## src/rtl/uart_rx.sv

```systemverilog
// uart_rx: bit-clock serial frame receiver.
// Start, 5-8 data bits LSB first, optional parity, one or two stops.
module uart_rx (
  input  logic       rx_clk,
  input  logic       rst,
  input  logic       rx,
  input  logic [3:0] length,
  input  logic       parity_type,
  input  logic       parity_en,
  input  logic       stop2,
  output logic [7:0] rx_out,
  output logic       rx_done,
  output logic       parity_err,
  output logic       frame_err,
  output logic       rx_busy
);

  typedef enum logic [2:0] {
    S_IDLE,
    S_DATA,
    S_PAR,
    S_STOP1,
    S_STOP2
  } state_e;

  state_e      state_q, state_d;
  logic [2:0]  cnt_q, cnt_d;
  logic [2:0]  last_q, last_d;
  logic [7:0]  shift_q, shift_d;
  logic        ptype_q, ptype_d;
  logic        pen_q, pen_d;
  logic        s2_q, s2_d;
  logic        pacc_q, pacc_d;
  logic        facc_q, facc_d;
  logic [7:0]  out_q, out_d;
  logic        perr_q, perr_d;
  logic        ferr_q, ferr_d;
  logic        done_q, done_d;
  logic        len_ok;

  assign len_ok = (length >= 4'd5) && (length <= 4'd8);

  // State register.
  always_ff @(posedge rx_clk) begin
    if (rst) state_q <= S_IDLE;
    else     state_q <= state_d;
  end

  // Next-state logic: walk start, data, parity, stops.
  always_comb begin
    state_d = state_q;
    unique case (state_q)
      S_IDLE:  if (!rx) state_d = S_DATA;
      S_DATA: begin
        if (cnt_q == last_q)
          state_d = pen_q ? S_PAR : S_STOP1;
      end
      S_PAR:   state_d = S_STOP1;
      S_STOP1: state_d = s2_q ? S_STOP2 : S_IDLE;
      S_STOP2: state_d = S_IDLE;
      default: state_d = S_IDLE;
    endcase
  end

  // Output/datapath logic: sample bits, check parity and stops.
  always_comb begin
    cnt_d   = cnt_q;
    last_d  = last_q;
    shift_d = shift_q;
    ptype_d = ptype_q;
    pen_d   = pen_q;
    s2_d    = s2_q;
    pacc_d  = pacc_q;
    facc_d  = facc_q;
    out_d   = out_q;
    perr_d  = perr_q;
    ferr_d  = ferr_q;
    done_d  = 1'b0;
    unique case (state_q)
      S_IDLE: begin
        if (!rx) begin
          cnt_d   = 3'd0;
          last_d  = len_ok ? (length[2:0] - 3'd1) : 3'd7;
          shift_d = 8'd0;
          ptype_d = parity_type;
          pen_d   = parity_en;
          s2_d    = stop2;
          pacc_d  = 1'b0;
          facc_d  = 1'b0;
        end
      end
      S_DATA: begin
        shift_d[cnt_q] = rx;
        cnt_d = cnt_q + 3'd1;
      end
      S_PAR: begin
        pacc_d = rx ^ (ptype_q ? ^shift_q : ~^shift_q);
      end
      S_STOP1: begin
        facc_d = ~rx;
        if (!s2_q) begin
          out_d  = shift_q;
          perr_d = pacc_q;
          ferr_d = ~rx;
          done_d = 1'b1;
        end
      end
      S_STOP2: begin
        out_d  = shift_q;
        perr_d = pacc_q;
        ferr_d = facc_q | ~rx;
        done_d = 1'b1;
      end
      default: ;
    endcase
  end

  // Datapath registers.
  always_ff @(posedge rx_clk) begin
    if (rst) begin
      cnt_q   <= 3'd0;
      last_q  <= 3'd7;
      shift_q <= 8'd0;
      ptype_q <= 1'b0;
      pen_q   <= 1'b0;
      s2_q    <= 1'b0;
      pacc_q  <= 1'b0;
      facc_q  <= 1'b0;
      out_q   <= 8'd0;
      perr_q  <= 1'b0;
      ferr_q  <= 1'b0;
      done_q  <= 1'b0;
    end else begin
      cnt_q   <= cnt_d;
      last_q  <= last_d;
      shift_q <= shift_d;
      ptype_q <= ptype_d;
      pen_q   <= pen_d;
      s2_q    <= s2_d;
      pacc_q  <= pacc_d;
      facc_q  <= facc_d;
      out_q   <= out_d;
      perr_q  <= perr_d;
      ferr_q  <= ferr_d;
      done_q  <= done_d;
    end
  end

  assign rx_out     = out_q;
  assign rx_done    = done_q;
  assign parity_err = perr_q;
  assign frame_err  = ferr_q;
  assign rx_busy    = (state_q != S_IDLE);

endmodule

```

## config.mk

```make
export PLATFORM = sky130hd
export DESIGN_NAME = uart_rx
export DESIGN_NICKNAME = d
export VERILOG_FILES = /design/src/rtl/uart_rx.sv
export SDC_FILE = /design/constraint.sdc
export NUM_CORES = 1
export LEC_CHECK = 0
export ABC_CLOCK_PERIOD_IN_PS = 2200
export BUFFER_PORTS_ARGS = -buffer_cell sky130_fd_sc_hd__buf_4
export CAP_MARGIN = 10
export CORE_ASPECT_RATIO = 1.1
export CORE_MARGIN = 2
export CORE_UTILIZATION = 45
export CTS_BUF_LIST = sky130_fd_sc_hd__clkbuf_2 sky130_fd_sc_hd__clkbuf_4 sky130_fd_sc_hd__clkbuf_8
export DETAILED_ROUTE_END_ITERATION = 10
export SYNTH_ARGS = -nofsm -noshare
export SYNTH_HDL_FRONTEND = slang
export SYNTH_SLANG_ARGS = --single-unit
```

## constraint.sdc

```tcl
create_clock -name rx_clk -period 2.2 [get_ports rx_clk]
set_clock_uncertainty 0.05 [all_clocks]
set_input_delay 0 -clock rx_clk [delete_from_list [all_inputs] [get_ports rx_clk]]
set_output_delay 0 -clock rx_clk [all_outputs]
set_load 0.01 [all_outputs]
```

Yosys cells after proc, flatten, opt, wreduce, memory -nomap -nowiden:

Index checks and enable logic that the tools add are counted.

* add/sub/neg operators: 2
* multipliers: 0
* divide/modulo/power cells: 0
* magnitude comparators: 4
* equality and inequality tests: 8
* shift-type cells: 0
* muxes and demuxes: 25
* bitwise logic cells: 3
* reduce and logical (&&, ||, !) cells: 16

Operator list (number)
* 8-bit one-hot mux with 2 select lines: 2
* 8-bit 2-to-1 mux: 2
* 3-bit 2-to-1 mux: 5
* 3-bit one-hot mux with 4 select lines: 1
* 2-bit AND reduction: 6
* 1-bit one-hot mux with 2 select lines: 5
* 8-bit bitwise mux: 1
* 2-bit nonzero test: 4
* 8-bit XNOR reduction: 1
* 8-bit parity: 1
* 1-bit 2-to-1 mux: 7
* 3-bit by 2-bit == test with 1-bit output, second input constant: 2
* 2-bit inequality test, second input constant: 3
* 3-bit one-hot mux with 2 select lines: 1
* 4-bit by 3-bit >= comparator with 1-bit output, second input constant: 1
* 4-bit <= comparator, second input constant: 1
* 3-bit by 4-bit < comparator with 1-bit output, second input constant: 1
* 3-bit by 1-bit adder with 3-bit output, second input constant: 1
* 1-bit demux with 3-bit select: 1
* 3-bit by 1-bit == test with 1-bit output, second input constant: 1
* 3-bit == test: 1
* 3-bit == test, second input constant: 1
* 3-bit by 1-bit >= comparator with 1-bit output, second input constant: 1
* 3-bit logical NOT: 1
* other kinds (6): 7

* flip-flop bits (word level): 33
* latch bits: 0
* bits in writable memories: 0
* memory bits (read-only): 0
* word-level logic and storage cells: 71
* memories kept: 0

Logic depth before layout (Yosys ltp):

Gate-level depths: netlist of the first run.

* depth in word-level cells: 6
* gate-level depth with buffers: 7

Worst setup path after synthesis of the first run:

No wires, ideal clock.

* kind: reg-to-reg
* start: register state_q[0]
* end: register last_q[2]
* setup time: 0.120 ns
* data arrival time: 1.496 ns
* data required time: 2.030 ns
* slack: 0.535 ns
* cell stages (with the launch flop): 7
* cells stage by stage: dfxtp_1 > buf_6 > or3_1 > buf_2 > or2_0 > buf_6 > a211o_1

* longest elaborated chain between the ends: 2

RTL lines
* start, declared: RTL line 26 `state_e state_q, state_d;`
* start signal, assigned: RTL line 46 `else state_q <= state_d;`
* 3-bit logical NOT: RTL line 79 `unique case (state_q)`
* 2-bit AND reduction (no line)
* end signal, assigned: RTL line 135 `last_q <= last_d;`
* end, declared: RTL line 28 `logic [2:0] last_q, last_d;`

No other way between the ends.
A chain may end at the register's enable or synchronous reset.

Final worst setup path of the first run:

Ends and elaborated chain as after synthesis.

==> results of run 1 <==
[how the worst min path moves through the flow]
stage                     start         to  slack, ns  cells past startpoint
floorplan             parity_en      pen_q       0.09                      2
global route          length[2]  last_q[2]       0.07                      4
detailed placement  parity_type    ptype_q       0.21                      3
finish                length[2]  last_q[2]       0.06                      4
CTS                   length[3]  last_q[2]       0.05                      4
global placement    parity_type    ptype_q       0.20                      3
[flip-flops by register name (all words and copies together) (netlist names), 3 cells and up]
| name | count |
|---|---|
| shift_q | 8 |
| rx_out | 8 |
| last_q | 3 |
| cnt_q | 3 |
| state_q | 3 |
[final cells by class]
type / instances / share of cell area, %
Clock buffer: 7 / 3.023
Tap cell: 48 / 3.087
Sequential cell: 33 / 33.95
Timing Repair Buffer: 32 / 13.12
Clock inverter: 1 / 1.543
Multi-Input combinational cell: 134 / 44.69
Inverter: 3 / 0.5788
[synthesized netlist by cell type, drive strengths merged (3+ instances only)]
library cell	n	area, sq um
nor3	6	30.03
nor2b	5	31.28
nand3	7	35.03
or2	4	25.03
mux2i	9	90.09
a31oi	5	31.28
nor2	19	71.32
clkbuf	7	26.28
dfxtp	33	660.6
ha	3	37.54
a21oi	14	70.07
nand2	15	56.30
nand2b	4	25.02
nor3b	3	22.52
xnor2	7	61.31
xor2	4	35.03
buf	8	52.55
inv	3	11.26
[stage by stage]
stage | setup slack [ns] | power [W]
after global placement | 0.4225 | 0.0007675
final | 0.3563 | 0.001247
after detailed placement | 0.3477 | 0.0007696
after global routing | 0.2030 | 0.001309
after floorplan | 0.5345 | 0.0007344
after CTS | 0.3387 | 0.001263
[power breakdown]
group,leakage (nW),switching [W],internal (W)
Combinational,0.481,0.0000635,0.0000694
Clock,0.0489,0.000200,0.000284
Sequential,0.267,0.0000211,0.000609
Total,0.797,0.000285,0.000962
[timing repair]
| item | in CTS | in global routing |
|---|---|---|
| setup buffers | 0 | 0 |
| hold endpoints to repair | 20 | 0 |
| hold buffers | 6 | 0 |
[cells by family after synthesis]
group / after synthesis / share of synthesized area, %
mux: 9 / 5.560
simple gates: 76 / 24.94
xor+xnor: 12 / 7.336
buf+inv: 18 / 5.560
flops: 33 / 40.77
compound gates: 34 / 13.51
fa+ha+maj: 3 / 2.317
[critical path: stages, from the launching register on]
cell	delay [ns]
sky130_fd_sc_hd__dfxtp_1	0.47
sky130_fd_sc_hd__or3_1	0.49
sky130_fd_sc_hd__or2_0	0.39
sky130_fd_sc_hd__a211o_1	0.35
[metal layers]
layer	up-vias	GRT usage, %	wire (um)
met4	0	8.152	43
met1	615	22.93	1443
met3	5	4.078	146
met5	-	0	0
met2	22	29.79	1588
li1	689	-	-
==> implementation parameters, run 1 <==
Parameter                              Value

Outcome
  Run status ... finished, final reports clean

Floorplanning
  Die Footprint ... ~4000 sq um
  Starting utilization of the core area ... a little under half
  Die Span X ... 61.22 um
  I/O pins ... 22
  Floorplan row count ... 22
  Core Region ... between 3000 and 4000 sq um
  Die extent in y ... 66.94 um

Timing
  Pins over their slew limit ... 0
  Highest attainable clock frequency ... about 0.54 GHz
  Final critical-path share of the clock period ... a little over four fifths
  RSZ-0062 raised after global routing ... no
  Final min period ... ~1.8 ns
  Total count of hold-check failures in the final report ... 0
  Setup total negative slack ... 0 ns
  Worst-Margin Slew ... between 0.5 and 0.6 ns
  Endpoints failing setup ... 0
  Hold Worst Slack ... around 0.056 ns
  Worst slew margin relative to its limit ... about 66%

Global route
  Number of global-route vias before repair ... around 1,200
  Global route overflow ... 0
  Number of antenna violations at the first check in global routing ... 0
  Pin count of the biggest net entering global routing ... 33
  Global-route wire length before repair ... around 5600 um
  Gr usage total ... between 15 and 20%

Synth
  Number of flops mapped to enable cells by yosys ... 0
  Post-synthesis area per instance ... roughly 8.8 sq um
  Sequential cell area fraction in the yosys report ... approximately two fifths
  Cell Area, Synth ... between 1500 and 2000 sq um
  Post-synth net total ... between 150 and 200
  Post-synthesis sequential element count ... 33
  Yosys Warn Count ... 0
  Synthesized instance count ... between 150 and 200
  Ys async rst share ... 0%
  Dominant synthesized flop cell ... sky130_fd_sc_hd__dfxtp_1
  Yosys cell types ... between 40 and 50

Finish
  Area used by multi-input combinational logic ... 869.6 sq um
  Antenna diode count ... 0
  Non-Filler Cell Area, Final ... 1946 sq um
  Layout cell share with drive strength beyond 1 ... 20.00%
  Core occupancy in the finished layout ... 57.46%
  Leading cell types in the layout, fill and taps excluded ... sky130_fd_sc_hd__dfxtp_1, sky130_fd_sc_hd__buf_4, sky130_fd_sc_hd__nor2_1
  Net count of the finished layout ... ~220
  Most common cell after layout, fill and taps aside ... sky130_fd_sc_hd__dfxtp_1
  Area occupied by registers ... between 600 and 700 sq um
  Fill cell count ... 322
  Synth-to-layout area growth ... 20.08%
  Non-filler instance count after layout ... about 260

Power and ir drop
  Leakage dissipation ... 0.7974 nW
  Worst vdd rail ir drop ... between 300 and 400 uV
  Power density over the cells ... between 600 and 700 nW/um^2

Clocking
  H-tree lvl count ... 2
  Number of gates resized after CTS ... 0
  Clock Pin Slew Worst Setup and Hold Paths ... about 0.1 ns
  CTS tree ... yes
  Clock tree sinks ... 33
  Clock latency at the later pin of the worst-skew pair ... approximately 0.33 ns
  Number of buffers created by CTS ... 5
  CTS max path bufs ... 2
  Cell chosen for the clock root ... sky130_fd_sc_hd__clkbuf_4

Route
  Routed wire length ... 3221 um
  Mean number of vias per cell ... a little over 5
  Via count ... between 1,000 and 1,500
  Drt first-iter violations ... between 70 and 80
  1st-pass router iterations ... 4
  Wirelength per Cell ... 12.48 um
  Number of nets with antenna violations after routing ... 0
  Number of DRC violations after detailed routing ... 0

Worst setup path
  Reg2reg start ... state_q[0]
  Capture point of the worst path ... last_q[2]
  Setup crit end kind ... register
  Logic depth of the worst register-to-register path ... 3
  Worst setup path startpoint ... state_q[0]
  Critical path arrival ... slightly above 2 ns
  R2r endpoint ... last_q[2]
  Critical path required time ... 2.38 ns
  Setup crit start kind ... register
  Worst Path Max Fanout ... 19
  Path type of the worst setup path ... reg2reg
  Worst R2R Setup Slack ... around 0.36 ns

Placed design
  Total of buffers placed on input and output ports ... 21
  Detailed placement HPWL ... roughly 2300 um
  Final weighted congestion in routability-driven placement ... between 0.7 and 0.8
  Cells after DPL ... between 200 and 250
  Placed cell area ... 1797 sq um

Job
  Count of max-cap constraint violations ... 0

Worst hold path
  Path class of the lowest-slack min-delay path ... in2reg
No activity file was read; power rests on OpenSTA's default activity.
==> inputs of run 2 (changes only) <==
- ABC_CLOCK_PERIOD_IN_PS: 2200 -> 1600
- PLACE_DENSITY: not set -> 0.67
- clock period: 2.2 -> 1.6 ns (I/O delays scaled with it)
==> run 2 against run 1 <==
Net effect:
- combinational power rose by 67%
- sequential share of layout area fell by 1.1 points
- die area did not move
- non-clock buffer count rose by 10
- global-route usage rose by 0.93 points
- first-iteration DRC count fell by 46%
- critical path type unchanged
==> implementation parameters, run 2 (synthesis gave the netlist of run 1 again) <==
Parameter                              Value

Worst setup path
  R2r endpoint ... shift_q[1]
  Worst Path Max Fanout ... 6
  Critical path arrival ... ~1.7 ns
  Worst setup path startpoint ... state_q[1]
  Setup crit start kind ... register
  Reg2reg start ... state_q[1]
  Logic depth of the worst register-to-register path ... 5
  Capture point of the worst path ... shift_q[1]
  Path type of the worst setup path ... reg2reg
  Setup crit end kind ... register
  Critical path required time ... between 1.5 and 2 ns
  Worst R2R Setup Slack ... around 0.1 ns

Timing
  Final critical-path share of the clock period ... between 90% and 100%
  Final min period ... about 1.5 ns
  Highest attainable clock frequency ... ~0.67 GHz
  Total count of hold-check failures in the final report ... 0
  Worst-Margin Slew ... around 0.39 ns
  Endpoints failing setup ... 0
  Final critical-path setup slack ... approximately 0.099 ns
  Setup total negative slack ... 0 ns
  Pins over their slew limit ... 0
  Worst slew margin relative to its limit ... between 70 and 80%

Placed design
  Final weighted congestion in routability-driven placement ... 0.8566
  Total of buffers placed on input and output ports ... 21
  Cells after DPL ... 254
  Pre-CTS WS ... -0.008518 ns
  Placed cell area ... 1872 sq um
  Detailed placement HPWL ... roughly 2400 um

Clocking
  Number of buffers created by CTS ... 5
  Clock tree sinks ... 33
  Number of setup buffers added after CTS ... 0
  CTS tree ... yes
  Clock Pin Slew Worst Setup and Hold Paths ... 0.10 ns
  Clock latency at the later pin of the worst-skew pair ... 0.34 ns
  H-tree lvl count ... 2
  CTS max path bufs ... 2
  Cell chosen for the clock root ... sky130_fd_sc_hd__clkbuf_4

Finish
  Synth-to-layout area growth ... 24.86%
  Leading cell types in the layout, fill and taps excluded ... sky130_fd_sc_hd__buf_4, sky130_fd_sc_hd__dfxtp_1, sky130_fd_sc_hd__nor2_1
  Non-filler instance count after layout ... 267
  Fill cell count ... roughly 330
  Antenna diode count ... 0
  Net count of the finished layout ... roughly 230
  Area occupied by registers ... between 600 and 700 sq um
  Non-Filler Cell Area, Final ... slightly above 2000 sq um
  Layout cell share with drive strength beyond 1 ... 26.94%
  Most common cell after layout, fill and taps aside ... sky130_fd_sc_hd__buf_4
  Area used by multi-input combinational logic ... a little under 900 sq um

Power and ir drop
  Worst vdd rail ir drop ... between 300 and 400 uV
  Power density over the cells ... around 780 nW/um^2
  Switching power share of the total ... ~25%
  Switching Power ... a little under 0.0004 W
  Leakage dissipation ... ~0.85 nW
  Post-route total power ... 0.001575 W
  Register share of total power ... between 50% and 60%
  Proportion of power drawn by the clock network ... ~31%
  Fraction of power consumed by combinational cells ... between 10 and 15%
  Cell-internal power ... ~0.0012 W

Floorplanning
  Core Region ... ~3400 sq um
  Starting utilization of the core area ... 47.86%
  Die extent in y ... about 67 um
  Die Footprint ... 4097 sq um
  Die Span X ... ~60 um
  Floorplan row count ... 22
  I/O pins ... 22

Route
  Number of nets with antenna violations after routing ... 0
  Mean number of vias per cell ... 5.281
  Routed wire length ... 3412 um
  Number of DRC violations after detailed routing ... 0
  1st-pass router iterations ... 4
  Wirelength per Cell ... about 13 um
  Drt first-iter violations ... 39
  Via count ... 1,410

Global route
  Gr usage total ... 19.36%
  Pin count of the biggest net entering global routing ... 33
  Met1 track utilization from global routing ... a little over 20%
  Number of global-route vias before repair ... roughly 1,400
  Global route overflow ... 0
  Most crowded layer after global routing ... met2
  Global routing met3 resource utilization ... roughly 5.2%
  Global-route track usage on met2 ... 36.44%
  Number of antenna violations at the first check in global routing ... 0
  Global-route wire length before repair ... between 5000 and 6000 um

Job
  Count of max-cap constraint violations ... 0

Worst hold path
  Path class of the lowest-slack min-delay path ... in2reg
  Hold Path Origin ... length[2]

Outcome
  Run status ... finished, final reports clean
run 2: cell type report:
cell class,instances,share of cell area [%]
flip-flops and latches,33,32.84
well taps,48,2.968
multi-input cells,134,44.03
repair buffers,42,16.70
clock buffers,7,2.907
inverters,3,0.5566
run 2: power by group through the flow:
stage,clock (W),combinational (W),sequential [W]
CTS,0.000506,0.000218,0.000858
floorplan,0,0.000147,0.000866
detailed placement,0,0.000204,0.000877
global route,0.000562,0.000244,0.000863
finish,0.000494,0.000222,0.000859
global placement,0,0.000199,0.000876
run 2: per-layer routing:
layer / vias up / share of wire, %
met2: 30 / 52
met3: 6 / 3.9
met5: - / 0
met1: 665 / 42
met4: 0 / 1.3
li1: 709 / -
run 2: per-stage QoR:
stage / utilization, % / hold slack, ns
floorplan: - / 0.08596
global placement: 55.28 / 0.2044
detailed placement: 55.28 / 0.2128
CTS: 58.87 / 0.05194
global route: 59.76 / 0.07115
finish: 59.76 / 0.05337
run 2: what timing repair did:
item | 4_1_cts | 5_1_grt
endpoints found under the setup margin | 2 | 14
hold endpoints to repair | 15 | 0
hold buffers | 6 | 0
resized for setup | 2 | 10
pin swaps | 0 | 0
run 2: critical path, cell delays in order (launching register included):
cell and delay (ns):
sky130_fd_sc_hd__dfxtp_2 0.36, sky130_fd_sc_hd__buf_4 0.15, sky130_fd_sc_hd__nand3b_1 0.16, sky130_fd_sc_hd__or4_1 0.43, sky130_fd_sc_hd__a21oi_1 0.16, sky130_fd_sc_hd__a211oi_1 0.06
run 2: worst min-delay path by stage:
stage	to	slack, ns	depth (start not counted)
after floorplan	pen_q	0.09	2
after global placement	ptype_q	0.20	3
after detailed placement	ptype_q	0.21	3
after CTS	last_q[2]	0.05	4
after global routing	last_q[2]	0.07	4
final	last_q[2]	0.05	4
==> inputs of run 3 (changes only) <==
- ABC_AREA: not set -> 1
- REMOVE_ABC_BUFFERS: not set -> 1
==> run 3 against run 2 <==
Net effect:
- first-iteration DRC count increased by 26%
- wire length fell by 5.4%
- area after synthesis shrank 2.2%
- utilization shrank 2.5 points
- sequential power grew 5.1%
- flip-flop and latch count is the same
- synthesized cell count increased by 18%
- final area fell by 4.9%
- register-to-register slack improved by 0.07 ns
- global-route usage is 0.74 points lower
- via count is 2.3% higher
- maximum frequency is 5.2% higher
==> implementation parameters, run 3 <==
Parameter                              Value

Route
  Detailed-routed wire length on met3 ... ~110 um
  Wirelength per Cell ... between 10 and 15 um
  Drt first-iter violations ... 49
  Mean number of vias per cell ... just under 5
  Top routing layer used ... met4
  Wire length on met2 ... 1485 um
  Routed wire length ... between 3000 and 4000 um
  Via count ... between 1,000 and 1,500
  Met1 Wirelength ... 1556 um
  Number of nets with antenna violations after routing ... 0
  Number of DRC violations after detailed routing ... 0
  1st-pass router iterations ... 4

Placed design
  Pre-CTS WS ... roughly 0.18 ns
  Detailed placement HPWL ... 2277 um
  Final weighted congestion in routability-driven placement ... between 0.7 and 0.8
  Total of buffers placed on input and output ports ... 21

Clocking
  Number of setup buffers added after CTS ... 0
  Cell chosen for the clock root ... sky130_fd_sc_hd__clkbuf_4
  CTS tree ... yes
  Clock latency at the later pin of the worst-skew pair ... between 0.3 and 0.4 ns
  Clock Pin Slew Worst Setup and Hold Paths ... around 0.1 ns
  Number of gates resized after CTS ... 0
  # hold bufs at CTS ... 8
  Clock tree sinks ... 33
  Number of buffers created by CTS ... 5
  H-tree lvl count ... 2
  CTS max path bufs ... 2

Floorplanning
  Die Span X ... between 60 and 70 um
  Die Footprint ... ~4000 sq um
  Starting utilization of the core area ... 47.21%
  I/O pins ... 22
  Die extent in y ... roughly 66 um
  Floorplan row count ... 22
  Core Region ... about 3400 sq um

Timing
  Final min period ... approximately 1.4 ns
  RSZ-0062 raised after global routing ... no
  Worst slew margin relative to its limit ... about 75%
  Worst-Margin Slew ... around 0.37 ns
  Setup total negative slack ... 0 ns
  Final critical-path setup slack ... around 0.17 ns
  Pins over their slew limit ... 0
  Final critical-path share of the clock period ... about 90%
  Endpoints failing setup ... 0
  Total count of hold-check failures in the final report ... 0
  Highest attainable clock frequency ... ~0.70 GHz

Finish
  Leading cell types in the layout, fill and taps excluded ... sky130_fd_sc_hd__nand2_1, sky130_fd_sc_hd__dfxtp_1, sky130_fd_sc_hd__inv_1
  Layout cell share with drive strength beyond 1 ... between 15 and 20%
  Fill cell count ... approximately 340
  Antenna diode count ... 0
  Core occupancy in the finished layout ... 57.30%
  Net count of the finished layout ... 262
  Most common cell after layout, fill and taps aside ... sky130_fd_sc_hd__nand2_1
  Synth-to-layout area growth ... 21.39%

Global route
  Pin count of the biggest net entering global routing ... 24
  Number of global-route vias before repair ... 1,331
  Global route overflow ... 0
  Number of antenna violations at the first check in global routing ... 0
  Global-route wire length before repair ... about 5600 um
  Gr usage total ... 18.62%

Synth
  Cell Area, Synth ... 1585 sq um
  Dominant synthesized flop cell ... sky130_fd_sc_hd__dfxtp_1
  Yosys Warn Count ... 0
  Sequential cell area fraction in the yosys report ... between 40% and 50%
  Yosys cell types ... 25
  Post-synthesis sequential element count ... 33
  Number of flops mapped to enable cells by yosys ... 0
  Ys async rst share ... 0%
  Dominant cell by count in the synthesized netlist ... sky130_fd_sc_hd__nand2_1
  Area leader, netlist ... sky130_fd_sc_hd__dfxtp_1
  Synthesized instance count ... 219
  Post-synthesis area per instance ... around 7.2 sq um
  Synth top area cells ... sky130_fd_sc_hd__dfxtp_1, sky130_fd_sc_hd__nand2_1, sky130_fd_sc_hd__a211oi_1
  Fraction of synthesized cell area taken by the top area cell type ... 41.67%
  Top cell types by occurrence after synthesis ... sky130_fd_sc_hd__nand2_1, sky130_fd_sc_hd__dfxtp_1, sky130_fd_sc_hd__inv_1

Worst setup path
  Setup crit start kind ... register
  Setup crit end kind ... register
  Critical path arrival ... approximately 1.6 ns
  Cells along the critical path ... nor2_2, nand2_2, nor2_4, inv_2, a32oi_1, nor2_1
  Worst path slowest cell ... sky130_fd_sc_hd__dfxtp_1
  Delay of the slowest cell on the worst path ... 0.35 ns
  Worst Path Max Fanout ... 13
  Path type of the worst setup path ... reg2reg
  Critical path required time ... between 1.5 and 2 ns

Power and ir drop
  Power density over the cells ... 911.0 nW/um^2
  Leakage dissipation ... ~0.81 nW
  Worst vdd rail ir drop ... about 450 uV

Worst hold path
  Path class of the lowest-slack min-delay path ... in2reg

Outcome
  Run status ... finished, final reports clean

Job
  Count of max-cap constraint violations ... 0
run 3: cell count changes in the layout (fill, tap and decap cells not counted), sizes merged, moves of 9 or more:
cell,change
nand2,+31
inv,+27
buf,-14
a211oi,+13
o21ai,+12
nor2,+10
mux2i,-9
run 3: routing by layer:
layer / track usage (%) / up-vias
met3: 4.305 / 5
met2: 29.84 / 28
li1: - / 780
met1: 22.43 / 630
met4: 10.33 / 0
met5: 0 / -
run 3: layout make-up:
| type | instances | area [sq um] | share of cell area [%] |
|---|---|---|---|
| multi-input cells | 149 | 763.2 | 39.66 |
| clock inverters | 1 | 5.005 | 0.2601 |
| flip-flops and latches | 33 | 660.6 | 34.33 |
| inverters | 30 | 112.6 | 5.852 |
| repair buffers | 30 | 257.7 | 13.39 |
| clock buffers | 7 | 65.06 | 3.381 |
| well taps | 48 | 60.06 | 3.121 |
run 3: logic make-up (layout without fill, tap and decap cells):
kind of cell    Yosys count  count (layout)  synth area share [%]
simple gates             96              96                 25.89
compound gates           47              47                 18.23
buf+inv                  37              68                 10.18
flops                    33              33                 41.67
fa+ha+maj                 3               3                 2.368
xor+xnor                  3               3                 1.658
run 3: path summary, 6_finish.rpt:
check | to | slack, ns | start | cells after the start
worst max-delay path | shift_q[4] | 0.17 | state_q[0] | 6
worst min-delay path | last_q[2] | 0.14 | length[1] | 6
worst max register to register | shift_q[4] | 0.17 | state_q[0] | 6
worst min register to register | parity_err | 0.42 | parity_err | 2
run 3: worst max-delay path, delay by kind of cell (launching register included):
kind / cells / cell delay, ns
AND/OR/NAND/NOR: 4 / 0.54
flip-flops: 1 / 0.35
AO/OA/AOI/OAI: 1 / 0.22
buffers and inverters: 1 / 0.15
run 3: power breakdown:
| group | internal, W | total (W) | switching (W) |
|---|---|---|---|
| clock | 0.000255 | 0.000524 | 0.000269 |
| sequential | 0.000868 | 0.000903 | 0.0000355 |
| combinational | 0.000132 | 0.000326 | 0.000194 |
run 3: through the flow:
stage / area [sq um] / std cells / hold WS, ns / power, W
3_5_place_dp: 1774 / 282 / 0.2005 / 0.001234
4_1_cts: 1924 / 298 / 0.1261 / 0.001782
2_1_floorplan: 1536 / 212 / 0.01907 / 0.001125
3_3_place_gp: 1774 / 282 / 0.1907 / 0.001230
6_report: 1924 / 298 / 0.1427 / 0.001753
5_1_grt: 1924 / 298 / 0.1597 / 0.001881
